<file path="src/rtl/sc_io_inport.sv">
// sc_io_inport: memory-mapped input window with synchronized, debounced switches and a sticky key-press flag.
// Build macro SC_INPORT_DEBOUNCE_EN enables per-bit debounce counters; without it bits are synchronize-only.
`timescale 1ns/1ps

module sc_io_inport #(
    parameter int unsigned DB_CYCLES = 16,
    parameter logic [31:0] BASE_ADDR = 32'h0000_00C0
) (
    input  logic        clock,
    input  logic        reset,
    input  logic [3:0]  in_port0,
    input  logic [3:0]  in_port1,
    input  logic        in_port_sub,
    input  logic [31:0] addr,
    input  logic        rd,
    output logic [31:0] io_read_data,
    output logic        key_event
);

    localparam int NBITS   = 9;
    localparam int KEY_BIT = 8;

    typedef enum logic [1:0] {
        REG_PORT0 = 2'd0,
        REG_PORT1 = 2'd1,
        REG_KEY   = 2'd2,
        REG_COUNT = 2'd3
    } reg_sel_e;

    if (DB_CYCLES == 0 || DB_CYCLES > 65535) begin : g_bad_db_cycles
        $error("sc_io_inport: DB_CYCLES must be in 1..65535");
    end

    // Bit order: [3:0] in_port0, [7:4] in_port1, [8] key.
    logic [NBITS-1:0] raw_in;
    assign raw_in = {in_port_sub, in_port1, in_port0};

    logic [NBITS-1:0] sync1_q, sync1_d;
    logic [NBITS-1:0] sync2_q, sync2_d;
    logic [NBITS-1:0] db_cur, db_next;
    logic             sticky_q, sticky_d;
    logic [7:0]       press_cnt_q, press_cnt_d;

    always_comb begin
        sync1_d = raw_in;
        sync2_d = sync1_q;
    end

    // NOTE: sequential state uses non-blocking assignments so every flop samples pre-edge values.
    always_ff @(posedge clock) begin
        if (reset) begin
            sync1_q <= '0;
            sync2_q <= '0;
        end else begin
            sync1_q <= sync1_d;
            sync2_q <= sync2_d;
        end
    end

`ifdef SC_INPORT_DEBOUNCE_EN
    localparam logic [15:0] DB_LAST = 16'(DB_CYCLES - 1);

    logic [NBITS-1:0] db_q, db_d;
    logic [15:0]      db_cnt_q [NBITS];
    logic [15:0]      db_cnt_d [NBITS];

    // A counter only runs while the synchronized bit disagrees with the debounced bit.
    always_comb begin
        db_d = db_q;
        for (int i = 0; i < NBITS; i++) begin
            db_cnt_d[i] = '0;
            if (sync2_q[i] != db_q[i]) begin
                if (db_cnt_q[i] == DB_LAST) begin
                    db_d[i] = sync2_q[i];
                end else begin
                    db_cnt_d[i] = db_cnt_q[i] + 16'd1;
                end
            end
        end
    end

    // NOTE: the counter array is cleared element by element so reset discards any partial count.
    always_ff @(posedge clock) begin
        if (reset) begin
            db_q <= '0;
            for (int i = 0; i < NBITS; i++) begin
                db_cnt_q[i] <= '0;
            end
        end else begin
            db_q <= db_d;
            for (int i = 0; i < NBITS; i++) begin
                db_cnt_q[i] <= db_cnt_d[i];
            end
        end
    end

    assign db_cur  = db_q;
    assign db_next = db_d;
`else
    assign db_cur  = sync2_q;
    assign db_next = sync2_d;
`endif

    logic     win_hit;
    reg_sel_e reg_sel;
    logic     clr_read;
    logic     press_evt;

    assign win_hit   = (addr[31:4] == BASE_ADDR[31:4]);
    assign reg_sel   = reg_sel_e'(addr[3:2]);
    assign clr_read  = rd && win_hit && (reg_sel == REG_KEY);
    // Rising edge of the debounced key, seen in the cycle before it is registered.
    assign press_evt = db_next[KEY_BIT] && !db_cur[KEY_BIT];

    always_comb begin
        sticky_d    = sticky_q;
        press_cnt_d = press_cnt_q + {7'd0, press_evt};
        if (press_evt) begin
            sticky_d = 1'b1;
        end else if (clr_read) begin
            sticky_d = 1'b0;
        end
    end

    always_ff @(posedge clock) begin
        if (reset) begin
            sticky_q    <= 1'b0;
            press_cnt_q <= '0;
        end else begin
            sticky_q    <= sticky_d;
            press_cnt_q <= press_cnt_d;
        end
    end

    // NOTE: the read mux assigns a default first so no path leaves io_read_data unassigned (no latch).
    always_comb begin
        io_read_data = '0;
        if (win_hit) begin
            unique case (reg_sel)
                REG_PORT0: io_read_data = {28'd0, db_cur[3:0]};
                REG_PORT1: io_read_data = {28'd0, db_cur[7:4]};
                REG_KEY:   io_read_data = {30'd0, sticky_q, db_cur[KEY_BIT]};
                REG_COUNT: io_read_data = {24'd0, press_cnt_q};
                default:   io_read_data = '0;
            endcase
        end
    end

    assign key_event = sticky_q;

    logic unused_addr_lo;
    assign unused_addr_lo = ^addr[1:0];

endmodule

</file>
<file path="config.mk">
export PLATFORM = sky130hd
export DESIGN_NAME = sc_io_inport
export DESIGN_NICKNAME = d
export VERILOG_FILES = /design/src/rtl/sc_io_inport.sv
export SDC_FILE = /design/constraint.sdc
export NUM_CORES = 1
export LEC_CHECK = 0
export ABC_AREA = 1
export BUFFER_PORTS_ARGS = -buffer_cell sky130_fd_sc_hd__buf_4
export CAP_MARGIN = 20
export CORE_AREA = 2 2 61 63
export DETAILED_ROUTE_END_ITERATION = 12
export DIE_AREA = 0 0 63 65
export PLACE_DENSITY = 0.77
export SLEW_MARGIN = 20
export SYNTH_ARGS = -nofsm -noshare
export SYNTH_HDL_FRONTEND = slang
export SYNTH_SLANG_ARGS = --single-unit
</file>
<file path="constraint.sdc">
create_clock -name clock -period 2 [get_ports clock]
set_clock_uncertainty 0.1 [all_clocks]
set_input_delay 0 -clock clock [delete_from_list [all_inputs] [get_ports clock]]
set_output_delay 0 -clock clock [all_outputs]
set_load 0.02 [all_outputs]
</file>
Word-level counts from Yosys, hierarchy flattened
Cells that the tools add are included.
W data, S select, Z words.

storage, ports and cells
  bits in registers = 27
  output and inout port bits = 33
  logic and storage cells = 19

cells by class
  eq/ne operators = 4
  reduce and logical (&&, ||, !) cells = 6
  muxes and demuxes = 4
  add/sub/neg operators = 1

operators by type and width
  cell                   count
  $pmux W32 S4           1
  $mux W32               1
  $eq A28 B4 Y1 const B  1
  $add A8 B1 Y8          1
  $eq A2 B2 Y1 const B   2
  $logic_and A1 B1 Y1    3
  $eq A2 B1 Y1 const B   1
  $logic_not A2 Y1       1
  $mux W1                2
  $reduce_bool A2 Y1     1
  $logic_not A1 Y1       1

Logic depth before layout (Yosys ltp)
Gate-level depths: netlist of the first run.

  word-level depth = 5
  gate-level depth with buffers = 9

Worst setup path before layout of the first run
OpenSTA, ideal clock, no wires.

  kind = register to register
  start point = register sync1_q[8] (netlist: db_next[8])
  end point = register press_cnt_q[7]
  cell stages (with the launch flop) = 10
  arrival = 1,165 ps
  buffers on the path = 0
  path slack = 607 ps
  setup time = 128 ps
  cells stage by stage = dfxtp_1 -> inv_1 -> nor2_1 -> ha_1 -> nand3_2 -> nor2_2 -> and3_4 -> nand2_1 -> nand2_1 -> a21oi_2

between the ends
  longest elaborated chain between the ends = 2

ends and longest elaborated chain
  item                    line  source
  start, declared         38    logic [NBITS-1:0] sync1_q, sync1_d;
  start signal, assigned  55    sync1_q <= sync1_d;
  $logic_and A1 B1 Y1     113   assign press_evt = db_next[KEY_BIT] && !db_cur[KEY_BIT];
  named net press_evt     107   logic press_evt;
  $add A8 B1 Y8           117   press_cnt_d = press_cnt_q + {7'd0, press_evt};
  end signal, assigned    131   press_cnt_q <= press_cnt_d;
  end, declared           42    logic [7:0] press_cnt_q, press_cnt_d;

The timed path passes the listed nets, and every way through them passes these cells.
A chain may end at the register's enable or synchronous reset.

Final worst setup path of the first run
  start point = register sync1_q[8] (netlist: db_next[8])
  end point = register press_cnt_q[6]

Same word-level chain as after synthesis.

==> metrics, run 1 <==
Crit Path Class=reg2reg; most instantiated cells after synthesis=inv_1 (49), nor2_1 (44), nand2_1 (30), dfxtp_1 (27), buf_4 (24); cts repair resizes=0; RSZ-0062 raised after global routing=false; Final min period=1.59 ns; Routed WL=2.92 mm; FF-to-FF setup slack=0.41 ns; Clock Tree Buf Depth=2; asr flop ratio synth=0%; CP Launch Point=db_next[8]; DR vias=1349; H-tree depth=1; CP Capture Type=register; PnR Total Power=1030 µW; main combinational cell family by area after synthesis=simple AND/OR/NAND/NOR gates; largest net degree at the start of global routing=28; Reg2Reg Launch Point=db_next[8]; worst r2r path cells=9; cell accounting for the most synthesized area=dfxtp_1; height of the die=65 µm; Synth Area in Adders=1.71%; leakage=0.00109 µW; Synth Flop Type=dfxtp_1; Hold/Removal Path Class=in2reg; Compound-Gate Fraction of Synth Area=3.75%; VDD IR-drop max=0.586 mV; I/O Buffers=50; Synth Register Bits=27; period utilization=79.4%; CTS clk-pin slew, worst paths=0.16 ns; DR WL/cell=8.82 µm; warnings from Yosys=0; Avg Inst Size Synth=6.88 µm²; Seq/Total Area, Yosys=36.9%; CTS tree=yes; residual DRC count=0; vias in the first global route=1321; vias per inst=4.08; clk sink count=27; Total Nets Final=330; # diodes=0; slowest cell on the critical path=dfxtp_1; Critical Path Sink=press_cnt_q[6]; fin. max-slew vios=0; top-count cell post-synth=inv_1; layout cell share with drive strength beyond 1=21.9%; DP Wirelength=2.11 mm; worst path arrival time=1.72 ns; top fanout value on the critical path=3; Post-synth EDFFs=0; WP data required=2.14 ns; Root Buffer=clkbuf_4; setup ws final=0.412 ns; multiplexer share of the synthesized area=0%; Post-CTS Hold Buffers=20; critical path's largest stage delay=0.34 ns; pwr dens=509 nW/µm²; Synth Area in XOR/XNOR=1.19%; Starting Density=41.9%; CP Launch Type=register; status=finished, final reports clean; Die Wd=63 µm; Yosys top cell area share=36.9%; Core Region=3500 µm²; dpl ws=0.445 ns; Max Cap Viol=0; worst-path cell chain=inv_1, nor2_1, ha_1, ha_1, nand2_1, inv_1, nand4_1, xor2_1, nor2_1; Num CTS Buffers=3; post-synthesis simple-gate area fraction=30.5%; Synth Cell Area=1470 µm²; Area Growth Syn to Fin=38.1%; gr ovfl total=0; FMAX=630 MHz; RR Endpoint=press_cnt_q[6]; cells after synthesis=213; Rows=22; antenna violations before repair=0; GRT Total Usage=15.1%; 1st-iter DRT viols=32; top post-synthesis cells by area=dfxtp_1 (37%), inv_1 (13%), buf_4 (12%), nor2_1 (11%), nand2_1 (7.7%); setup TNS=0 ns; final hold violations=0; routability cong.=0.767; drt first pass iters=4; post-CTS setup buffer count=0; first-pass GRT wire length=5.08 mm; Routed Antenna Nets=0; I/O pin cnt=77; Final setup viols=0; full die area=4100 µm²; synth unique cells=27; Worst-Skew Late Latency=0.33 ns
==> cell usage in the layout (no fill, tap or decap), types with 3 or more instances in the layout <==
cell	n
nand3_1	4
dlygate4sd3_1	20
nand2_1	30
inv_1	49
nand4_1	6
dfxtp_1	27
conb_1	24
clkbuf_4	3
nor3_1	3
nor2_1	44
a21oi_1	4
buf_4	50
==> metrics by stage <==
| step | hold slack [ns] | cell area (µm²) | util, % | std cells |
|---|---|---|---|---|
| floorplan | 0.00697 | 1550 | - | 236 |
| global route | 0.0406 | 2030 | 57.9 | 331 |
| CTS | 0.0198 | 2030 | 57.9 | 331 |
| global placement | 0.0997 | 1790 | 51.3 | 307 |
| detailed placement | 0.106 | 1790 | 51.3 | 307 |
| finish | 0.0266 | 2030 | 57.9 | 331 |
==> worst max-delay path, delay by kind of cell (launching register included) <==
| kind | cells | cell delay [ns] |
|---|---|---|
| adder cells (fa/ha/maj) | 2 | 0.41 |
| buffers and inverters | 2 | 0.12 |
| flip-flops | 1 | 0.34 |
| AND/OR/NAND/NOR | 4 | 0.36 |
| XOR/XNOR | 1 | 0.16 |
==> power by group <==
| group | total (µW) | internal [µW] | switching, µW |
|---|---|---|---|
| clock network | 257 | 81.8 | 175 |
| registers | 567 | 559 | 7.59 |
| logic | 207 | 101 | 106 |
| total | 1030 | 741 | 289 |
==> sequential cells by signal, summed over array words and instances, names as in the netlist <==
register     flops
press_cnt_q      8
key_event        1
db_next          9
db_cur           9
==> kinds of logic (layout without fill, tap and decap cells) <==
logic type | after synthesis | count (layout)
compound gates | 8 | 8
xor+xnor | 2 | 2
fa+ha+maj | 2 | 2
buf+inv | 76 | 123
flops | 27 | 27
other cells | 1 | 24
simple gates | 97 | 97
==> layer usage <==
layer	wire length (µm)	share of wire [%]	global-route usage, %	up-vias
met5	0	0	0	-
met4	7	0.24	2.78	0
met3	196	6.7	5.03	2
met2	1490	51	29.7	41
met1	1230	42	15.6	581
li1	-	-	-	725
==> layout make-up <==
cell class                      instances  area (µm²)
Multi-Input combinational cell        133         634
Clock buffer                            3        22.5
Timing Repair Buffer                   70         576
Fill cell                             335        1470
Sequential cell                        27         541
Tap cell                               48        60.1
Clock inverter                          1        8.76
Inverter                               49         184
==> worst min-delay path by stage <==
stage,startpoint,endpoint,slack [ns],cells after the start
2_1_floorplan,in_port0[0],db_next[0],0.007,2
3_3_place_gp,in_port0[0],db_next[0],0.1,3
3_5_place_dp,in_port_sub,db_next[8],0.11,3
4_1_cts,addr[3],key_event,0.02,5
5_1_grt,addr[3],key_event,0.04,5
6_report,addr[3],key_event,0.03,5
No activity file was read; power rests on OpenSTA's default activity.
==> run 2: changes to the inputs <==
CORE_AREA = 2 2 64 66   (was 2 2 61 63)
DIE_AREA = 0 0 66 68   (was 0 0 63 65)
PLACE_DENSITY = 0.73   (was 0.77)
clock period = 1.3 ns   (was 2 ns; I/O delays follow)
==> run 2 against run 1 <==
The flow now finishes with violations (negative setup slack). Die area grew 9.6%. Sequential share of layout area shrank 1.0 points. Non-clock buffer count grew 4. Via count grew 1.9%. Sequential power grew 54%. Hold slack gained 0.046 ns. Core utilization shrank 2.3 points. Fmax grew 12%. Total power grew 61%.
==> metrics, run 2 (synthesis results as in run 1) <==
Core Region=3860 µm² (was 3500 µm²); final hold violations=0 (unchanged); Post-Layout Cell Count=337 (was 331); leakage=0.00112 µW (was 0.00109 µW); Num CTS Buffers=3 (unchanged); layout cell share with drive strength beyond 1=27.9% (was 21.9%); CTS clk-pin slew, worst paths=0.09 ns (was 0.16 ns); critical path's largest stage delay=0.33 ns (was 0.34 ns); RR Endpoint=press_cnt_q[7] (was press_cnt_q[6]); VDD IR-drop max=0.746 mV (was 0.586 mV); Max Cap Viol=0 (unchanged); largest net degree at the start of global routing=15 (was 28); commonest non-fill, non-tap cell in the layout=buf_4 (unchanged); Reg2Reg Launch Point=db_next[8] (unchanged); Clock Tree Buf Depth=2 (unchanged); headroom to the max-slew limit=65.2%; vias in the first global route=1299 (was 1321); Worst Hold Path EP=key_event (unchanged); Worst-Skew Late Latency=0.26 ns (was 0.33 ns); Rows=23 (was 22); fin. max-slew vios=0 (unchanged); worst r2r path cells=9 (unchanged); RSZ-0062 raised after global routing=true (was false); Crit Path Class=reg2reg (unchanged); vias per inst=4.08 (about the same); Routed Antenna Nets=0 (unchanged); slowest cell on the critical path=dfxtp_2 (was dfxtp_1); CP most frequent cell=nand2_1; hold path depth=5 (unchanged); worst-margin pin slew=0.520 ns; Root Buffer=clkbuf_8 (was clkbuf_4); 1st-iter DRT viols=20 (was 32); Final min period=1.41 ns (was 1.59 ns); residual DRC count=0 (unchanged); DP Wirelength=2.17 mm (was 2.11 mm); Routed WL=3.16 mm (was 2.92 mm); Buf/Inv on CP=1 (was 2); full die area=4490 µm² (was 4100 µm²); PnR Total Power=1660 µW (was 1030 µW); Die Wd=66 µm (was 63 µm); failing checks=negative setup slack; worst-path cell chain=inv_2, nor2_4, ha_4, nand3_2, nor2_2, and3_4, nand2_1, nand2_1, a21oi_2 (was inv_1, nor2_1, ha_1, ha_1, nand2_1, inv_1, nand4_1, xor2_1, nor2_1); worst path arrival time=1.47 ns (was 1.72 ns); # diodes=0 (unchanged); GRT Total Usage=14.3% (was 15.1%); I/O pin cnt=77 (unchanged); gr ovfl total=0 (unchanged); routability cong.=0.720 (was 0.767); antenna violations before repair=0 (unchanged); WP data required=1.36 ns (was 2.14 ns); FF-to-FF setup slack=-0.11 ns (was 0.41 ns); top fanout value on the critical path=3 (unchanged); most frequent cells in the layout=buf_4 (53), inv_1 (46), nor2_1 (43), nand2_1 (29), conb_1 (24) (was buf_4 (50), inv_1 (49), nor2_1 (44), nand2_1 (30), dfxtp_1 (27)); period utilization=109% (was 79.4%); pwr dens=773 nW/µm² (was 509 nW/µm²); DP Cell Count=311 (was 307); Largest delay share family, worst path=simple AND/OR/NAND/NOR gates (was adder cells); setup ws final=-0.114 ns (was 0.412 ns); status=finished, violations left (was finished, final reports clean); DR vias=1374 (was 1349); first-pass GRT wire length=5.03 mm (was 5.08 mm); Hold/Removal Path Class=in2reg (unchanged); height of the die=68 µm (was 65 µm); Starting Density=38.0% (was 41.9%); drt first pass iters=3 (was 4); clk sink count=27 (unchanged); CTS tree=yes (unchanged); CP Capture Type=register (unchanged); H-tree depth=1 (unchanged); Area Growth Syn to Fin=46.3% (was 38.1%); hold path start=rd (was addr[3]); CP Launch Type=register (unchanged); Total Nets Final=334 (was 330); FMAX=707 MHz (was 630 MHz); DR WL/cell=9.38 µm (was 8.82 µm); I/O Buffers=50 (unchanged); Final setup viols=5 (was 0)
==> run 2: worst max path at each step <==
stage          startpoint             end  depth (start not counted)
3_3_place_gp   db_next[8]  press_cnt_q[6]                          9
2_1_floorplan  db_next[8]  press_cnt_q[7]                          9
5_1_grt        db_next[8]  press_cnt_q[7]                          9
6_report       db_next[8]  press_cnt_q[7]                          9
3_5_place_dp   db_next[8]  press_cnt_q[6]                          9
4_1_cts        db_next[8]  press_cnt_q[7]                          9
==> run 2: cell type report <==
cell class,count,area [µm²]
fillers,393,1710
multi-input cells,133,696
repair buffers,74,608
flip-flops and latches,27,551
inverters,49,184
well taps,50,62.6
clock buffers,4,45.0
==> run 2: per-stage QoR <==
step                      area (µm²)  TNS [ns]  hold slack (ns)  worst slack [ns]  utilization (%)
after floorplan                 1560    -0.152          0.00697           -0.0771                -
after global placement          1820    -0.287           0.0999            -0.114             47.1
after detailed placement        1820    -0.500            0.107            -0.180             47.1
after CTS                       2100    -0.591           0.0850            -0.166             54.5
after global routing            2150    -0.791            0.102            -0.184             55.6
final                           2150    -0.306           0.0724            -0.114             55.6
==> run 2: tightest hold or removal path: cells and delay by family <==
kind / cells / cell delay [ns]
buf+inv: 1 / 0.07
compound gates: 1 / 0.05
simple gates: 3 / 0.28
==> run 2: per-layer routing <==
metal | vias to the layer above | track usage (%) | share of wire [%]
li1 | 731 | - | -
met1 | 596 | 14.6 | 42
met2 | 45 | 29.5 | 51
met3 | 2 | 3.13 | 6.7
met4 | 0 | 3.06 | 0.35
met5 | - | 0 | 0
==> run 2: repair_timing <==
item / 4_1_cts / 5_1_grt
gates cloned: 0 / 0
pin swaps: 2 / 3
setup buffers: 1 / 0
gates resized for setup: 8 / 11
endpoints found under the setup margin: 7 / 13
hold endpoints to repair: 17 / 0
hold buffers: 21 / 0
==> run 2: power breakdown <==
group          internal [µW]  switching [µW]  leakage (µW)
registers                859            15.3      0.000225
clock network            219             235     0.0000228
logic                    160             171      0.000877
